<file path="config.mk">
export PLATFORM = sky130hd
export DESIGN_NAME = iso_lane_sr_mux
export DESIGN_NICKNAME = d
export VERILOG_FILES = /design/src/rtl/iso_pkg.sv /design/src/rtl/iso_sr_insert.sv /design/src/rtl/iso_lane_sr_mux.sv
export SDC_FILE = /design/constraint.sdc
export NUM_CORES = 1
export LEC_CHECK = 0
export CAP_MARGIN = 40
export CORE_ASPECT_RATIO = 1.5
export CORE_MARGIN = 4
export CORE_UTILIZATION = 45
export DETAILED_ROUTE_END_ITERATION = 7
export PLACE_DENSITY_LB_ADDON = 0.15
export SLEW_MARGIN = 20
export SYNTH_ARGS = -nofsm -noshare
export SYNTH_HDL_FRONTEND = slang
export SYNTH_SLANG_ARGS = --single-unit
</file>
<file path="constraint.sdc">
create_clock -name clk -period 5.8 [get_ports clk]
set_input_delay 1.16 -clock clk [delete_from_list [all_inputs] [get_ports clk]]
set_output_delay 1.16 -clock clk [all_outputs]
set_load 0.005 [all_outputs]
</file>
<file path="src/rtl/iso_pkg.sv">
// Shared definitions for the isochronous lane output stage: framing
// K-symbols, source-select encoding and the SR-insertion FSM states.
package iso_pkg;

  localparam logic [7:0] K_BS = 8'hBC;
  localparam logic [7:0] K_SR = 8'h1C;
  localparam logic [7:0] K_BF = 8'hF7;

  typedef enum logic [1:0] {
    SEL_IDLE   = 2'b00,
    SEL_ACTIVE = 2'b01,
    SEL_BLANK  = 2'b10,
    SEL_RSVD   = 2'b11
  } stream_idle_sel_e;

  typedef enum logic [1:0] {
    S_IDLE  = 2'b00,
    S_BF1   = 2'b01,
    S_BF2   = 2'b10,
    S_CLOSE = 2'b11
  } sr_state_e;

  // Swap a control BS for SR; anything else passes through unchanged.
  function automatic logic [7:0] sr_sub(input logic [7:0] sym, input logic flag);
    return (flag && (sym == K_BS)) ? K_SR : sym;
  endfunction

endpackage

</file>
<file path="src/rtl/iso_sr_insert.sv">
// Scrambler-reset insertion stage: counts opening BS symbols on lane 0 and
// replaces every SR_PERIOD-th BS (and, in enhanced framing, the matching
// closing BS of the BS BF BF BS sequence) with SR on all lanes carrying BS.
// Optional build macro: ISO_SEQ_CHECK_EN adds the seq_mis_o pulse.
module iso_sr_insert
  import iso_pkg::*;
#(
  parameter int LANES     = 4,
  parameter int SR_PERIOD = 512
) (
  input  logic               clk_i,
  input  logic               rst_i,
  input  logic [8*LANES-1:0] sym_i,
  input  logic [LANES-1:0]   flg_i,
  input  logic               enh_i,
  output logic [8*LANES-1:0] sym_o,
  output logic [LANES-1:0]   flg_o,
  output logic               sr_o
`ifdef ISO_SEQ_CHECK_EN
  ,
  output logic               seq_mis_o
`endif
);

  localparam int              CNT_W    = $clog2(SR_PERIOD);
  localparam logic [CNT_W-1:0] CNT_LAST = CNT_W'(SR_PERIOD - 1);

  sr_state_e          state_q, state_d;
  logic [CNT_W-1:0]   bs_cnt_q, bs_cnt_d;
  logic               repl_pend_q, repl_pend_d;

  logic               is_bs0, is_bf0, seq_ok;
  logic               open_bs, cnt_wrap, repl;

  logic [8*LANES-1:0] sym_p2_d, sym_p2_q;
  logic [LANES-1:0]   flg_p2_d, flg_p2_q;
  logic               sr_p2_d, sr_p2_q;

  // Framing decisions are taken on lane 0 only.
  assign is_bs0   = flg_i[0] && (sym_i[7:0] == K_BS);
  assign is_bf0   = flg_i[0] && (sym_i[7:0] == K_BF);
  assign seq_ok   = (state_q == S_CLOSE) ? is_bs0 : is_bf0;
  assign cnt_wrap = (bs_cnt_q == CNT_LAST);

`ifdef ISO_SEQ_CHECK_EN
  // Non-idle states are only reachable in enhanced framing.
  assign seq_mis_o = (state_q != S_IDLE) && !seq_ok;
`endif

  // FSM state, opening-BS counter and pending closing replacement.
  always_ff @(posedge clk_i or posedge rst_i) begin
    if (rst_i) begin
      state_q     <= S_IDLE;
      bs_cnt_q    <= '0;
      repl_pend_q <= 1'b0;
    end else begin
      state_q     <= state_d;
      bs_cnt_q    <= bs_cnt_d;
      repl_pend_q <= repl_pend_d;
    end
  end

  // Next state: sequence tracking, then opening-BS counting (a symbol that
  // breaks a sequence is reconsidered as a fresh opening BS).
  always_comb begin
    state_d     = state_q;
    bs_cnt_d    = bs_cnt_q;
    repl_pend_d = repl_pend_q;
    open_bs     = 1'b0;
    repl        = 1'b0;
    case (state_q)
      S_IDLE: open_bs = is_bs0;
      S_BF1, S_BF2: begin
        if (seq_ok) begin
          state_d = (state_q == S_BF1) ? S_BF2 : S_CLOSE;
        end else begin
          state_d     = S_IDLE;
          repl_pend_d = 1'b0;
          open_bs     = is_bs0;
        end
      end
      S_CLOSE: begin
        state_d     = S_IDLE;
        repl_pend_d = 1'b0;
        if (seq_ok) begin
          repl = repl_pend_q;
        end else begin
          open_bs = is_bs0;
        end
      end
      default: state_d = S_IDLE;
    endcase
    if (open_bs) begin
      bs_cnt_d = cnt_wrap ? '0 : bs_cnt_q + CNT_W'(1);
      repl     = cnt_wrap;
      if (enh_i) begin
        state_d     = S_BF1;
        repl_pend_d = cnt_wrap;
      end
    end
  end

  // Output data: substitute SR on every BS lane in a replaced cycle.
  always_comb begin
    sym_p2_d = sym_i;
    flg_p2_d = flg_i;
    sr_p2_d  = repl;
    if (repl) begin
      for (int k = 0; k < LANES; k++) begin
        sym_p2_d[8*k +: 8] = sr_sub(sym_i[8*k +: 8], flg_i[k]);
      end
    end
  end

  // ---- stage 2: SR register ----
  always_ff @(posedge clk_i or posedge rst_i) begin
    if (rst_i) begin
      sym_p2_q <= '0;
      flg_p2_q <= '0;
      sr_p2_q  <= 1'b0;
    end else begin
      sym_p2_q <= sym_p2_d;
      flg_p2_q <= flg_p2_d;
      sr_p2_q  <= sr_p2_d;
    end
  end

  assign sym_o = sym_p2_q;
  assign flg_o = flg_p2_q;
  assign sr_o  = sr_p2_q;

endmodule

</file>
<file path="src/rtl/iso_lane_sr_mux.sv">
// Multi-lane isochronous output stage: registered idle/active/blank source
// select followed by scrambler-reset insertion (iso_sr_insert).
// Legal LANES: 1, 2, 4. SR_PERIOD: power of two, >= 2.
// Optional build macro: ISO_SEQ_CHECK_EN adds the sticky seq_err output.
module iso_lane_sr_mux
  import iso_pkg::*;
#(
  parameter int LANES     = 4,
  parameter int SR_PERIOD = 512
) (
  input  logic               clk,
  input  logic               rst,
  input  logic [8*LANES-1:0] active_symbols,
  input  logic [LANES-1:0]   active_control_sym_flag,
  input  logic [8*LANES-1:0] blank_symbols,
  input  logic [LANES-1:0]   blank_control_sym_flag,
  input  logic [8*LANES-1:0] idle_symbols,
  input  logic [LANES-1:0]   idle_control_sym_flag,
  input  logic [1:0]         sched_stream_idle_sel,
  input  logic               enh_frame_en,
  output logic [8*LANES-1:0] iso_symbols,
  output logic [LANES-1:0]   iso_control_sym_flag,
  output logic               sr_inserted
`ifdef ISO_SEQ_CHECK_EN
  ,
  output logic               seq_err
`endif
);

  stream_idle_sel_e   sel;
  logic [8*LANES-1:0] sym_p1_d, sym_p1_q;
  logic [LANES-1:0]   flg_p1_d, flg_p1_q;

  assign sel = stream_idle_sel_e'(sched_stream_idle_sel);

  // Source select; the reserved code falls back to the idle pattern.
  always_comb begin
    sym_p1_d = idle_symbols;
    flg_p1_d = idle_control_sym_flag;
    case (sel)
      SEL_ACTIVE: begin
        sym_p1_d = active_symbols;
        flg_p1_d = active_control_sym_flag;
      end
      SEL_BLANK: begin
        sym_p1_d = blank_symbols;
        flg_p1_d = blank_control_sym_flag;
      end
      default: begin
        sym_p1_d = idle_symbols;
        flg_p1_d = idle_control_sym_flag;
      end
    endcase
  end

  // ---- stage 1: mux register (data only, keeps loading through reset) ----
  always_ff @(posedge clk) begin
    sym_p1_q <= sym_p1_d;
    flg_p1_q <= flg_p1_d;
  end

  // ---- stage 2: SR insertion ----
`ifdef ISO_SEQ_CHECK_EN
  logic seq_mis;
`endif

  iso_sr_insert #(
    .LANES     (LANES),
    .SR_PERIOD (SR_PERIOD)
  ) u_ins (
    .clk_i     (clk),
    .rst_i     (rst),
    .sym_i     (sym_p1_q),
    .flg_i     (flg_p1_q),
    .enh_i     (enh_frame_en),
    .sym_o     (iso_symbols),
    .flg_o     (iso_control_sym_flag),
    .sr_o      (sr_inserted)
`ifdef ISO_SEQ_CHECK_EN
    ,
    .seq_mis_o (seq_mis)
`endif
  );

`ifdef ISO_SEQ_CHECK_EN
  logic seq_err_q, seq_err_d;

  assign seq_err_d = seq_err_q | seq_mis | (sel == SEL_RSVD);

  // Sticky sequence/select error flag, cleared only by reset.
  always_ff @(posedge clk or posedge rst) begin
    if (rst) begin
      seq_err_q <= 1'b0;
    end else begin
      seq_err_q <= seq_err_d;
    end
  end

  assign seq_err = seq_err_q;
`endif

endmodule

</file>
## Word-level counts from Yosys, hierarchy flattened

Index checks and enable logic that the tools add are counted.

- Bits in registers: 85
- Input bits: 113
- Word-level logic and storage cells: 50

- Add/sub/neg operators: 1
- Eq/ne operators: 11
- Muxes and demuxes: 22
- Reductions and logical operators: 8

Operators with widths:

| kind | count |
|---|---|
| $pmux W32 S2 | 1 |
| $eq A8 B8 Y1 const B | 5 |
| $mux W32 | 1 |
| $mux W8 | 4 |
| $add A9 B1 Y9 const B | 1 |
| $eq A9 B9 Y1 const B | 1 |
| $mux W9 | 1 |
| $mux W1 | 8 |
| $pmux W4 S2 | 1 |
| $eq A2 B2 Y1 const B | 3 |
| $mux W2 | 3 |
| $logic_and A1 B1 Y1 | 5 |
| $eq A2 B1 Y1 const B | 2 |
| $pmux W1 S2 | 2 |
| $pmux W2 S2 | 1 |
| $reduce_or A3 Y1 | 1 |
| $logic_not A2 Y1 | 1 |
| $reduce_or A2 Y1 | 1 |

## Logic depth before layout (Yosys ltp)

Gate-level depths: netlist (run 1).

- Depth after elaboration: 7
- Depth in mapped cells: 10
- Mapped depth without buffers: 9

## Hierarchy

Synthesis (run 1) repeated with hierarchy kept, for this count alone.

- Cells, all modules: 325
- Area, all modules: 3747.3 µm²

Modules (own cells, without submodules):

| module | instances | cells each | area each (µm²) | seq. area each (µm²) |
|---|---|---|---|---|
| iso_sr_insert | 1 | 161 | 1985.7 | 1226.2 |
| iso_lane_sr_mux | 1 | 164 | 1761.7 | 720.7 |

## Least setup slack after synthesis (run 1)

Ideal clock, no wire load.

- Path kind: reg2reg
- Start: register u_ins.bs_cnt_q[0]
- End: register u_ins.sym_p2_q[13], in the netlist u_ins.sym_o[13]
- Setup time: 0.129 ns
- Arrival: 2.065 ns
- Path slack: 3.606 ns
- Cell stages (with the launch flop): 10
- Path buffers: 1
- Clock period less this slack: 2.194 ns
- Cells stage by stage: dfrtp_1 ha_1 and3_1 nand3_1 nor2_1 ha_1 clkbuf_1 and3_1 o21ai_2 o41a_1

- Word-level cells in the longest chain between the ends: 3

Ends and longest elaborated chain:

| item | RTL line | text |
|---|---|---|
| start, declared | iso_sr_insert.sv:29 | `logic [CNT_W-1:0] bs_cnt_q, bs_cnt_d;` |
| start signal, assigned | iso_sr_insert.sv:58 | `bs_cnt_q <= bs_cnt_d;` |
| $eq A9 B9 Y1 | iso_sr_insert.sv:43 | `assign cnt_wrap = (bs_cnt_q == CNT_LAST);` |
| $mux W1 | iso_sr_insert.sv:93 | `if (open_bs) begin` |
| $mux W32 | iso_sr_insert.sv:108 | `if (repl) begin` |
| via u_ins.sym_p2_d[13] | iso_sr_insert.sv:35 | `logic [8*LANES-1:0] sym_p2_d, sym_p2_q;` |
| end signal, assigned | iso_sr_insert.sv:122 | `sym_p2_q <= sym_p2_d;` |
| end, declared | iso_sr_insert.sv:35 |  |

The timed path passes the listed nets, and every way through them passes these cells.
A chain may end at the register's enable or synchronous reset.

## Final worst setup path (run 1)

- Start: input port sched_stream_idle_sel[0]
- End: register sym_p1_q[18]

- Word-level cells in the longest chain between the ends: 2

Ends and longest elaborated chain:

| item | RTL line | text |
|---|---|---|
| start, declared | iso_lane_sr_mux.sv:19 | `input logic [1:0] sched_stream_idle_sel,` |
| $eq A2 B2 Y1 / $eq A2 B1 Y1 (equally long branches) | iso_lane_sr_mux.sv:40 | `case (sel)` |
| $pmux W32 S2 (*) | iso_lane_sr_mux.sv:40 |  |
| via sym_p1_d[18] | iso_lane_sr_mux.sv:31 | `logic [8*LANES-1:0] sym_p1_d, sym_p1_q;` |
| end signal, assigned | iso_lane_sr_mux.sv:58 | `sym_p1_q <= sym_p1_d;` |
| end, declared | iso_lane_sr_mux.sv:31 |  |

The timed path passes the listed nets; every way through them passes the cells marked *.

==> run summary, run 1 <==
status -> complete, no violations
Yosys warning count -> 0
portion of netlist area occupied by mux cells -> 0.6248%
actual slew at the worst max-slew pin -> 685.2 ps
register-to-register setup slack -> 3310 ps
Lkg Pwr -> 2.061 nW
crit path to -> sym_p1_q[18]
Worst-path clk slew -> 80 ps
post-cts sizing count -> 0
Yosys top cell by area -> dfrtp_1
largest family of logic cells by synthesized area -> compound AO/OA/AOI/OAI gates
Post-Syn Nets -> 448
final setup vio count -> 0
vias in the first global route -> 3,052
die footprint -> 9050 um2
Overall Power -> 1.351 mW
post-synth top area share -> 36.02%
Placement Rows -> 38
Most used DFF post-synth -> dfrtp_1
Global Route Usage Sum -> 20.30%
Die H -> 114.5 um
I/O pin count -> 150
CTS tree -> done
Skew-Pair Late Insertion Delay -> 350 ps
synth cell count leaders -> dfrtp_1 (49), nand2_1 (41), a22oi_1 (37), clkbuf_1 (37)
Setup crit start -> sched_stream_idle_sel[0]
Post-CTS Setup Bufs -> 0
post-route ant nets -> 0
CTS Hold Bufs -> 0
Mapped Area -> 3405 um2
Yosys reg bits -> 85
post-synthesis cell type count -> 42
max-slew violations -> 0
CP max FO -> 40
H-tree depth -> 3
HP Class -> flop to flop
Worst Path Required -> 6010 ps
adder-cell share of the synthesized area -> 2.573%
total CTS buffers -> 9
P per Cell Area -> 263.2 nW/um2
r2r worst-path depth -> 8
Final period util -> 43.54%
setup tns final -> 0 ps
ant diodes -> 0
Initial Utilization -> 46.50%
syn_area_per_cell -> 10.38 um2
top post-synthesis cells by area -> dfrtp_1 (36%), dfxtp_1 (21%), a22oi_1 (8.2%), o21ai_0 (5.3%), nand2_1 (4.5%)
post-synthesis compound-gate area fraction -> 22.23%
top achievable clock speed -> 0.3960 GHz
Seq/Total Area, Yosys -> 57.18%
Max VDD drop -> 0.1723 mV
vias per cell -> 5.201
share of cells above drive strength 1 -> 6.623%
Clock Sinks -> 85
drt initial violations -> 206
Max Cap Violations -> 0
xor/xnor share of the synthesized area -> 0%
crit path DAT -> 2740 ps
die width -> 79.02 um
Rel. slew slack -> 54.32%
Setup Skew -> 9.686 ps
DR pass1 iterations -> 5
WS Path Type -> primary input to flop
clock tree buffer depth -> 2
final RePlAce weighted congestion -> 0.8016
Vias -> 2,876
final net count -> 568
DP HPWL -> 7060 um
Post-synth EDFFs -> 0
count leader, synth -> dfrtp_1
Area Overhead vs Synth -> 50.79%
type of origin of the critical path -> primary input
RSZ-0062 raised after global routing -> false
Synth Area in Simple Gates -> 11.28%
asr flop ratio synth -> 57.65%
DRC Markers -> 0
first-pass GRT wire length -> 13,900 um
pin count of the biggest net entering global routing -> 41
Post-Synthesis Cells -> 328
Post-Route WL -> 8882 um
Hold Vio Cnt, Final -> 0
GR Overflow Total -> 0
post-DR wirelength/cell -> 16.06 um
CTS Root Cell -> clkbuf_8
CP Capture Type -> flop
worst r2r src -> u_ins.bs_cnt_q[0]
FF-to-FF End -> u_ins.sym_o[29]
initial antenna violation count -> 0
Buffers on Ports -> 149
fin crit period -> 2525 ps
core area -> 7322 um2
worst max-delay path, stage by stage:
cell             delay, ps
clkdlybuf4s50_1        480
inv_1                   50
ha_2                   650
buf_16                 250
o21ai_0                140
metrics by stage:
stage | utilization, % | cells | instance area, um2 | hold slack (ps) | setup slack, ps
2_1_floorplan | - | 328 | 3405 | 332.2 | 3467
3_3_place_gp | 66.39 | 535 | 4861 | 330.4 | 2754
3_5_place_dp | 67.04 | 537 | 4908 | 334.2 | 2906
4_1_cts | 70.11 | 553 | 5134 | 348.2 | 3289
5_1_grt | 70.11 | 553 | 5134 | 351.4 | 3149
6_report | 70.11 | 553 | 5134 | 344.9 | 3275
state kept, by name, indices dropped and copies added, names as in the netlist:
| register | flops |
|---|---|
| u_ins.sr_o | 1 |
| u_ins.repl_pend_q | 1 |
| u_ins.bs_cnt_q | 9 |
| u_ins.flg_o | 4 |
| u_ins.state_q | 2 |
| u_ins.sym_o | 32 |
| sym_p1_q | 32 |
| flg_p1_q | 4 |
worst min-delay path by stage:
stage | slack, ps | cells after the start | startpoint | end
2_1_floorplan | 330 | 0 | flg_p1_q[0] | u_ins.flg_o[0]
3_3_place_gp | 330 | 0 | sym_p1_q[16] | u_ins.sym_o[16]
3_5_place_dp | 330 | 0 | sym_p1_q[17] | u_ins.sym_o[17]
4_1_cts | 350 | 0 | sym_p1_q[16] | u_ins.sym_o[16]
5_1_grt | 350 | 0 | sym_p1_q[9] | u_ins.sym_o[9]
6_report | 340 | 0 | sym_p1_q[12] | u_ins.sym_o[12]
power breakdown:
part           internal [mW]  switching (mW)  leakage, nW
Sequential             0.646          0.0258        0.933
Clock                  0.265           0.193        0.116
Combinational          0.145          0.0774         1.01
Total                   1.06           0.296         2.06
cell usage in the layout, fill, tap and decap left out, types with 2 or more instances in the layout:
cell type and count:
nand4b_1 5, nand2_1 41, o41a_1 6, dfxtp_1 36, clkbuf_8 11, a22oi_1 37
bufinv_16 2, o21ai_1 3, ha_1 6, nor2_1 5, nand2b_1 4, nand3b_1 3
and3_1 3, clkdlybuf4s50_1 149, clkinv_2 2, o31ai_1 11, nand3_1 5, inv_1 8
and2_1 2, dfrtp_1 49, a31oi_1 3, inv_2 2, o21ai_0 36
logic make-up (layout without fill, tap and decap cells):
group,count (synthesis),after routing
compound gates,107,107
fa+ha+maj,7,7
buf+inv,53,178
flops,85,85
mux,2,2
simple gates,74,74
layout make-up:
cell class,instances,area [um2]
clock inverters,4,70.07
flip-flops and latches,85,1947
clock buffers,12,155.1
fillers,583,2188
inverters,10,37.54
well taps,100,125.1
multi-input cells,190,1252
repair buffers,152,1546
routing by layer:
| layer | up-vias | global-route usage (%) | wire length (um) |
|---|---|---|---|
| met4 | 0 | 11.35 | 277 |
| met5 | - | 0 | 0 |
| li1 | 1392 | - | - |
| met2 | 101 | 36.50 | 4782 |
| met1 | 1368 | 20.72 | 3197 |
| met3 | 15 | 5.827 | 625 |
(Power assumes the default switching activity.)
==> inputs of run 2 (changes only) <==
CORE_UTILIZATION = 42   (was 45)
clock period = 2.6 ns   (was 5.8 ns; I/O delays follow)
==> run 2 against run 1 <==
Net effect: first-iteration DRC count down 46%; via count down 0.52%; hold slack worse by 7.1 ps; register-to-register slack worse by 3100 ps; non-clock buffer count up 2; clock power rose to 2.7 times the previous value; sequential power up 120%; cell area up 1.3%; routed wire length down 0.21%; sequential cell count unchanged; critical path type is now flop to flop; clock-buffer cell count down 1; largest power group unchanged; critical endpoint is now u_ins.sym_o[29]; combinational power up 120%.
==> run summary, run 2 (synthesis gave the netlist of run 1 again) <==
Buffers on Ports -> 149
actual slew at the worst max-slew pin -> 678.0 ps
Hold Vio Cnt, Final -> 0
Max Cap Violations -> 0
crit path DAT -> 2590 ps
Filler Cell Count -> 655
Hold Slack -> 337.8 ps
Die H -> 118.3 um
WS Path Type -> flop to flop
first-pass GRT wire length -> 13,870 um
Post-Route WL -> 8863 um
GR Overflow Total -> 0
Placement Rows -> 40
Reg area -> 1947 um2
DR pass1 iterations -> 4
CTS Hold Bufs -> 0
type of origin of the critical path -> flop
H-tree depth -> 3
P per Cell Area -> 619.3 nW/um2
CTS tree -> done
RSZ-0062 raised after global routing -> false
most common cell after layout, fill and taps aside -> clkdlybuf4s50_1
CTS Root Cell -> clkbuf_16
CP Capture Type -> flop
clock tree buffer depth -> 2
DRC Markers -> 0
post-route ant nets -> 0
DP HPWL -> 6995 um
vias in the first global route -> 2,921
max-slew violations -> 0
final RePlAce weighted congestion -> 0.8330
register-to-register setup slack -> 220 ps
die footprint -> 9640 um2
share of cells above drive strength 1 -> 7.033%
status -> complete, no violations
drt initial violations -> 111
post-cts sizing count -> 0
r2r worst-path depth -> 9
Worst-path clk slew -> 60 ps
multi-input logic area -> 1252 um2
pin count of the biggest net entering global routing -> 73
Rel. slew slack -> 54.73%
die width -> 81.51 um
core area -> 7958 um2
post-DR wirelength/cell -> 15.83 um
Top delay family on crit path -> compound AO/OA/AOI/OAI gates
ant diodes -> 0
HP Class -> flop to flop
WP depth -> 9
fin crit period -> 2376 ps
vias per cell -> 5.109
most frequent cells in the layout -> clkdlybuf4s50_1 (149), dfrtp_1 (49), nand2_1 (41), a22oi_1 (37)
Global Route Usage Sum -> 19.10%
CP max stage cell -> o41a_1
Final period util -> 91.38%
Worst Path Buf+Inv -> 0
CP Cell Sequence -> ha_1 -> and3_1 -> nand3_1 -> nor2_1 -> ha_1 -> nand2_1 -> o31ai_1 -> o21ai_2 -> o41a_1
Area Overhead vs Synth -> 52.81%
most used cell, CP -> ha_1
fin cells -> 560
Max VDD drop -> 0.3803 mV
Lkg Pwr -> 2.096 nW
pre-CTS worst setup slack -> 240.1 ps
Setup Skew -> 5.496 ps
top achievable clock speed -> 0.4209 GHz
final setup vio count -> 0
CP max FO -> 9
slowest stage delay, CP -> 450 ps
total CTS buffers -> 9
Clock Sinks -> 85
Initial Utilization -> 42.78%
setup tns final -> 0 ps
Setup WS post-layout -> 224.1 ps
hold path depth -> 0
Vias -> 2,861
I/O pin count -> 150
Post-CTS Setup Bufs -> 0
initial antenna violation count -> 0
final net count -> 570
number of instances in the placed design -> 544
Skew-Pair Late Insertion Delay -> 330 ps
Worst Path Required -> 2810 ps
[run 2: layout make-up]
class | instances | share of cell area [%]
clock buffers | 11 | 4.666
repair buffers | 154 | 29.63
clock inverters | 5 | 0.9620
well taps | 105 | 2.525
inverters | 10 | 0.7215
multi-input cells | 190 | 24.07
flip-flops and latches | 85 | 37.42
[run 2: worst paths after layout]
check                                  start               to
max in group asynchronous                rst  u_ins.sym_o[14]
setup reg to reg           u_ins.bs_cnt_q[0]  u_ins.sym_o[29]
hold / removal                  sym_p1_q[24]  u_ins.sym_o[24]
setup / recovery           u_ins.bs_cnt_q[0]  u_ins.sym_o[29]
hold reg to reg                 sym_p1_q[24]  u_ins.sym_o[24]
min in group asynchronous                rst  u_ins.sym_o[20]
[run 2: routing by layer]
metal | GRT usage [%] | wire (um) | vias up
li1 | - | - | 1398
met1 | 19.96 | 3140 | 1330
met2 | 33.57 | 4830 | 115
met3 | 5.945 | 655 | 18
met4 | 8.985 | 238 | 0
met5 | 0 | 0 | -
[run 2: report_power, final]
group	total [mW]	switching, mW	internal, mW
Combinational	0.492	0.173	0.319
Clock	1.23	0.470	0.762
Sequential	1.50	0.0545	1.44
[run 2: per-stage QoR]
stage          instance area, um2  power, mW  utilization, %
6_report                     5202      3.222           65.38
5_1_grt                      5202      3.369           65.38
4_1_cts                      5202      3.268           65.38
3_5_place_dp                 4910      2.023           61.70
3_3_place_gp                 4910      2.014           61.70
2_1_floorplan                3405      1.683               -
[run 2: worst reg2reg max path, stage by stage, from the launching register on]
cell and delay (ps):
dfrtp_1 400, ha_1 230, and3_1 210, nand3_1 110, nor2_1 130, ha_1 330, nand2_1 100, o31ai_1 100
o21ai_2 190, o41a_1 460
